--- src/rtl/y86_alu.sv ---
// y86_alu: 64-bit Y86-64 execute-stage ALU with a registered result, an overflow flag and ZF/SF/OF condition codes
module y86_alu #(
    parameter int WIDTH = 64
) (
    input  logic             clk,
    input  logic             rst_n,
    input  logic             in_valid,
    input  logic [1:0]       control,
    input  logic             set_cc,
    input  logic [WIDTH-1:0] a,
    input  logic [WIDTH-1:0] b,
    output logic [WIDTH-1:0] y,
    output logic             overflow,
    output logic             out_valid,
    output logic             zf,
    output logic             sf,
    output logic             of
);
    localparam int MSB = WIDTH - 1;
    logic [WIDTH-1:0] sum, diff, res;
    logic ovf;
    // select the operation result and its signed overflow; the logic ops never overflow
    always_comb begin
        sum  = a + b;
        diff = a - b;
        res  = control == 2'd0 ? sum  :
               control == 2'd1 ? diff :
               control == 2'd2 ? (a & b) : (a ^ b);
        ovf  = control == 2'd0 ? (a[MSB] == b[MSB]) && (sum[MSB] != a[MSB])  :
               control == 2'd1 ? (a[MSB] != b[MSB]) && (diff[MSB] != a[MSB]) : 1'b0;
    end
    // register result, valid pulse and condition codes; flags update together only on a valid set_cc op
    always_ff @(posedge clk) begin
        if (!rst_n) begin
            y         <= '0;
            overflow  <= 1'b0;
            out_valid <= 1'b0;
            zf        <= 1'b0;
            sf        <= 1'b0;
            of        <= 1'b0;
        end else begin
            out_valid <= in_valid;
            if (in_valid) begin
                y        <= res;
                overflow <= ovf;
                if (set_cc) begin
                    zf <= res == '0;
                    sf <= res[MSB];
                    of <= ovf;
                end
            end
        end
    end
endmodule

--- config.mk ---
export PLATFORM = sky130hd
export DESIGN_NAME = y86_alu
export DESIGN_NICKNAME = d
export VERILOG_FILES = /design/src/rtl/y86_alu.sv
export SDC_FILE = /design/constraint.sdc
export NUM_CORES = 1
export LEC_CHECK = 0
export CAP_MARGIN = 30
export CELL_PAD_IN_SITES_DETAIL_PLACEMENT = 2
export CELL_PAD_IN_SITES_GLOBAL_PLACEMENT = 2
export CORE_MARGIN = 10
export CORE_UTILIZATION = 31
export DETAILED_ROUTE_END_ITERATION = 16
export PLACE_DENSITY_LB_ADDON = 0.3
export SLEW_MARGIN = 10
export SYNTH_ARGS = -nofsm -noshare
export SYNTH_HDL_FRONTEND = slang
export SYNTH_SLANG_ARGS = --single-unit
--- constraint.sdc ---
create_clock -name clk -period 6.1 [get_ports clk]
set_input_delay 0.915 -clock clk [delete_from_list [all_inputs] [get_ports clk]]
set_output_delay 0.915 -clock clk [all_outputs]
set_load 0.01 [all_outputs]
# Word-level counts from Yosys, hierarchy flattened
# Cells that the tools add are included.
# totals
in_bits	134
n_memories	0
latchBits	0
wordCells	26
reg_bits	69
ramBits	0
out_inout_bits	69
romBits	0
# classes
shifts	0
n_mul	0
div	0
n_mux	5
magnitude_cmp	0
n_addsub	2
n_bitwise	2
reduce_logical	5
n_eq_ne	6
# op_table
cell	count
$mux W64	3
$add A64 B64 Y64	1
$and A64 B64 Y64	1
$logic_not A64 Y1	1
$sub A64 B64 Y64	1
$xor A64 B64 Y64	1
$ne A1 B1 Y1	3
$eq A2 B1 Y1 const B	1
$eq A2 B2 Y1 const B	1
$logic_and A1 B1 Y1	2
$logic_not A2 Y1	1
$mux W1	2
$reduce_and A2 Y1	1
$eq A1 B1 Y1	1

# Depth between registers and ports, before layout
# logic_depth
word_depth	5
depth_mapped	17

# Worst setup path after synthesis
# No wires, ideal clock.
# synth_path
kind	input-to-reg
start	input a[0]
end	register zf
required_ps	6004
t_arrival_ps	4722
path_slack_ps	1282
stages	15
setup_time_ps	96
path_buffers	0
path_cell_list	inv_1 ha_1 fa_1 and2b_1 o21a_1 o21ai_1 and4_1 a2111oi_0 nand3_1 or4_1 or4b_1 or4b_1 nor4b_2 nand4_1 o41ai_2
# synth_via
elab_chain_len	5
elab_cells_between_ends	8
cone_classes	add/sub (2); mux (3); bitwise (2); reduce/logical (1)
# synth_rtl
element	line_no	text
start: declaration	10	input logic [WIDTH-1:0] a,
branches (longest 3 deep; another with $sub A64 B64 Y64)	--	
$mux W64 (*)	26	res = control == 2'd0 ? sum :
$logic_not A64 Y1 (*)	47	zf <= res == '0;
end signal: assignment	38	zf <= 1'b0;
end signal: assignment	47	
end: declaration	15	output logic zf,
# Mark *: on every way between the ends.
# A chain may end at the register's enable or synchronous reset.

# Worst setup path after layout
# layout_path
start	input b[6]
end	register zf
# layout_via
elab_chain_len	5
elab_cells_between_ends	8
cone_classes	add/sub (2); mux (3); bitwise (2); reduce/logical (1)
# layout_rtl
element	line_no	text
start: declaration	11	input logic [WIDTH-1:0] b,
branches (longest 3 deep; another with $sub A64 B64 Y64)	--	
$mux W64 (*)	26	
$logic_not A64 Y1 (*)	47	
# Marked as above.

==> flow_metrics.py <==
metrics = {
    "worst_setup_path": {
        "cpMaxStageDelayCell": "clkdlybuf4s50_1",
        "critPathMaxFanout": 10,
        "startpoint": "b[6]",
        "required_ns": 6.36,
        "cp_num_buf_inv": 5,
        "worstPathArrival_ns": 5.88,
        "end_kind": "register",
        "crit_family": "compound AO/OA/AOI/OAI gates",
        "crit_type": "primary input to register",
        "cp-start-kind": "primary input",
        "slowest_delay_ns": 0.50,
        "path_cells": "clkdlybuf4s50_1, inv_1, ha_1, buf_4, a21oi_1, or2b_2, o21ai_0, buf_4, a211o_1, and3_1, o21ai_0, buf_4, a211oi_1, a211oi_1, nor4b_1, and4b_1, nand4_1, o41ai_2",
        "crit_top_cell": "buf_4",
        "r2r_start": "y[58]$_SDFFE_PN0P_",
    },
    "final_layout": {
        "final_cell_mix": "219 x nor2_1, 199 x clkdlybuf4s50_1, 182 x a21oi_1, 173 x nand2_1, 153 x buf_4",
        "area_delta_synth_final_pct": 27.8,
        "final_common_cell": "nor2_1",
        "finalNetCount": 2466,
        "n_fill_cell": 4980,
        "drive_above_1_share_pct": 9.69,
        "final_cell_area_um2": 16700,
    },
    "sta": {
        "rsz0062_at_grt": "no",
        "drv_slew": 0,
        "slew_headroom_pct": 31.8,
        "finalCriticalPeriod_ns": 5.62,
        "fin_tns_setup_ns": 0,
        "hold_violations": 0,
        "fin_skew_ns": 0,
        "fmax_ghz": 0.178,
        "post-route-period-util_pct": 92.1,
        "setup_viol": 0,
        "worst_pin_slew_ns": 1.02,
    },
    "yosys": {
        "synth-main-ff-cell": "dfxtp_1",
        "avgSynthCellArea_um2": 6.63,
        "yosysWarnings": 0,
        "synth_area_um2": 13000,
        "synth_cells": 1966,
        "synth_edf_count": 0,
        "async_flop_share_pct": 0,
        "ys_seq_area_share_pct": 10.6,
        "syn_nets": 2229,
        "synth_seq_cells": 69,
        "ys_types": 85,
    },
    "drt": {
        "post_drt_wl_per_cell_um": 27.7,
        "viasPerCell": 6.31,
        "vias": 17300,
        "drc_errors": 0,
        "routed_wirelength_mm": 76.3,
        "ant_nets": 0,
        "drtPass1Iterations": 5,
        "drt-initial-drc-count": 1400,
    },
    "global_route": {
        "grt_start_max_net_pins": 67,
        "grt_use_total_pct": 29.3,
        "grt_pass1_vias": 18700,
        "antenna_found_initial": 3,
        "grt_pass1_wl_mm": 116,
        "overflow": 0,
    },
    "min_path": {
        "hold_start": "sf$_SDFFE_PN0P_",
        "holdCritPathClass": "register to register",
    },
    "clocking": {
        "cts_max_level": 3,
        "cts-root-buf": "clkbuf_16",
        "cts_num_sinks": 69,
        "cts_resized": 0,
        "holdBufCountCts": 0,
        "cts_tree": "done",
        "clk_path_buf_depth": 2,
        "clk_pin_slew_ns": 0.06,
        "cts_buffers": 9,
        "insertion_delay_ns": 0.36,
        "postCtsSetupRepairBufs": 0,
    },
    "floorplanning": {
        "start_util_pct": 31.2,
        "die_area_um2": 50600,
        "boundaryPins": 203,
        "dieHeight_um": 225,
        "placementRows": 75,
        "fp.dieW_um": 225,
        "coreArea_um2": 41800,
    },
    "power_and_ir_drop": {
        "ir_worst_vdd_uv": 128,
        "power_leakage_nw": 6.85,
        "cellPowerDensity_nw_per_um2": 175,
    },
    "placement": {
        "placed_area_um2": 16300,
        "place_congestion": 0.948,
        "post-dp-hpwl_mm": 61.8,
        "io_buffer_count": 202,
    },
    "run": {
        "maxCapViolations": 0,
    },
    "run_status": {
        "status": "completed",
    },
}
[metal layers]
metal / vias to the layer above / GRT usage, % / wire, µm
met5: - / 0 / 7
met4: 2 / 11.6 / 2980
met3: 138 / 3.71 / 4370
met2: 630 / 51.0 / 37100
met1: 8769 / 35.7 / 31800
li1: 7795 / - / -
[final cells by class]
class | instances | area, µm² | area share (%)
Multi-Input combinational cell | 1633 | 10600 | 63.6
Antenna cell | 2 | 5.00 | 0.0301
Clock inverter | 5 | 106 | 0.639
Clock buffer | 11 | 243 | 1.46
Timing Repair Buffer | 353 | 3150 | 18.9
Sequential cell | 69 | 1380 | 8.29
Inverter | 137 | 514 | 3.09
Tap cell | 539 | 674 | 4.05
[registers in the layout (all words and copies together) (netlist names)]
register,flops
y,64
of,1
out_valid,1
overflow,1
sf,1
zf,1
[power by group]
| part | switching (mW) | total (mW) | internal (mW) |
|---|---|---|---|
| Clock | 0.247 | 0.660 | 0.413 |
| Combinational | 1.07 | 1.72 | 0.654 |
| Sequential | 0.0333 | 0.525 | 0.491 |
[logic make-up after synthesis]
logic type	after synthesis	synth area share [%]
DFF	69	10.6
AOI/OAI and AO/OA	668	34.6
buffers and inverters	264	8.20
and+or+nand+nor	764	28.6
adders and majority gates	129	12.5
xor gates and xnor gates	17	1.14
muxes	55	4.29
[stage by stage]
| step | hold slack (ns) | total power [mW] | setup WS, ns | utilization, % | instances |
|---|---|---|---|---|---|
| global route | 0.497 | 3.06 | 0.186 | 39.9 | 2747 |
| global placement | 0.450 | 2.15 | 0.253 | 39.0 | 2730 |
| floorplan | 0.481 | 1.43 | 1.28 | - | 1966 |
| CTS | 0.469 | 2.88 | 0.477 | 39.9 | 2747 |
| finish | 0.470 | 2.91 | 0.480 | 39.9 | 2749 |
| detailed placement | 0.457 | 2.21 | 0.135 | 39.0 | 2731 |
[final timing paths]
check                                     endpoint  slack (ns)  cells after the start
worst max-delay path               zf$_SDFFE_PN0P_        0.48                     18
worst min-delay path               sf$_SDFFE_PN0P_        0.47                      2
worst max register to register  y[58]$_SDFFE_PN0P_        5.22                      2
worst min register to register     sf$_SDFFE_PN0P_        0.47                      2
[worst register-to-register path: stages, from the launching register on]
cell and delay [ns]:
dfxtp_1 0.39, nor2_1 0.06, a211oi_1 0.32
[synthesized netlist by cell type, drive strengths merged, types with 31 or more instances]
library cell | instances | area share, %
ha | 127 | 12
buf | 33 | 1.4
nand2 | 173 | 5.0
nor2 | 219 | 6.3
nand3 | 79 | 3.0
mux2i | 48 | 3.7
o21ai | 118 | 4.6
a211oi | 35 | 2.0
dfxtp | 69 | 11
nand4 | 36 | 1.7
inv | 137 | 3.9
nor4 | 40 | 2.1
a21oi | 182 | 7.0
clkbuf | 94 | 2.9
nor3 | 79 | 3.1
o31ai | 45 | 2.6
nor2b | 31 | 1.5
o211ai | 35 | 2.0
(Power assumes the default switching activity.)
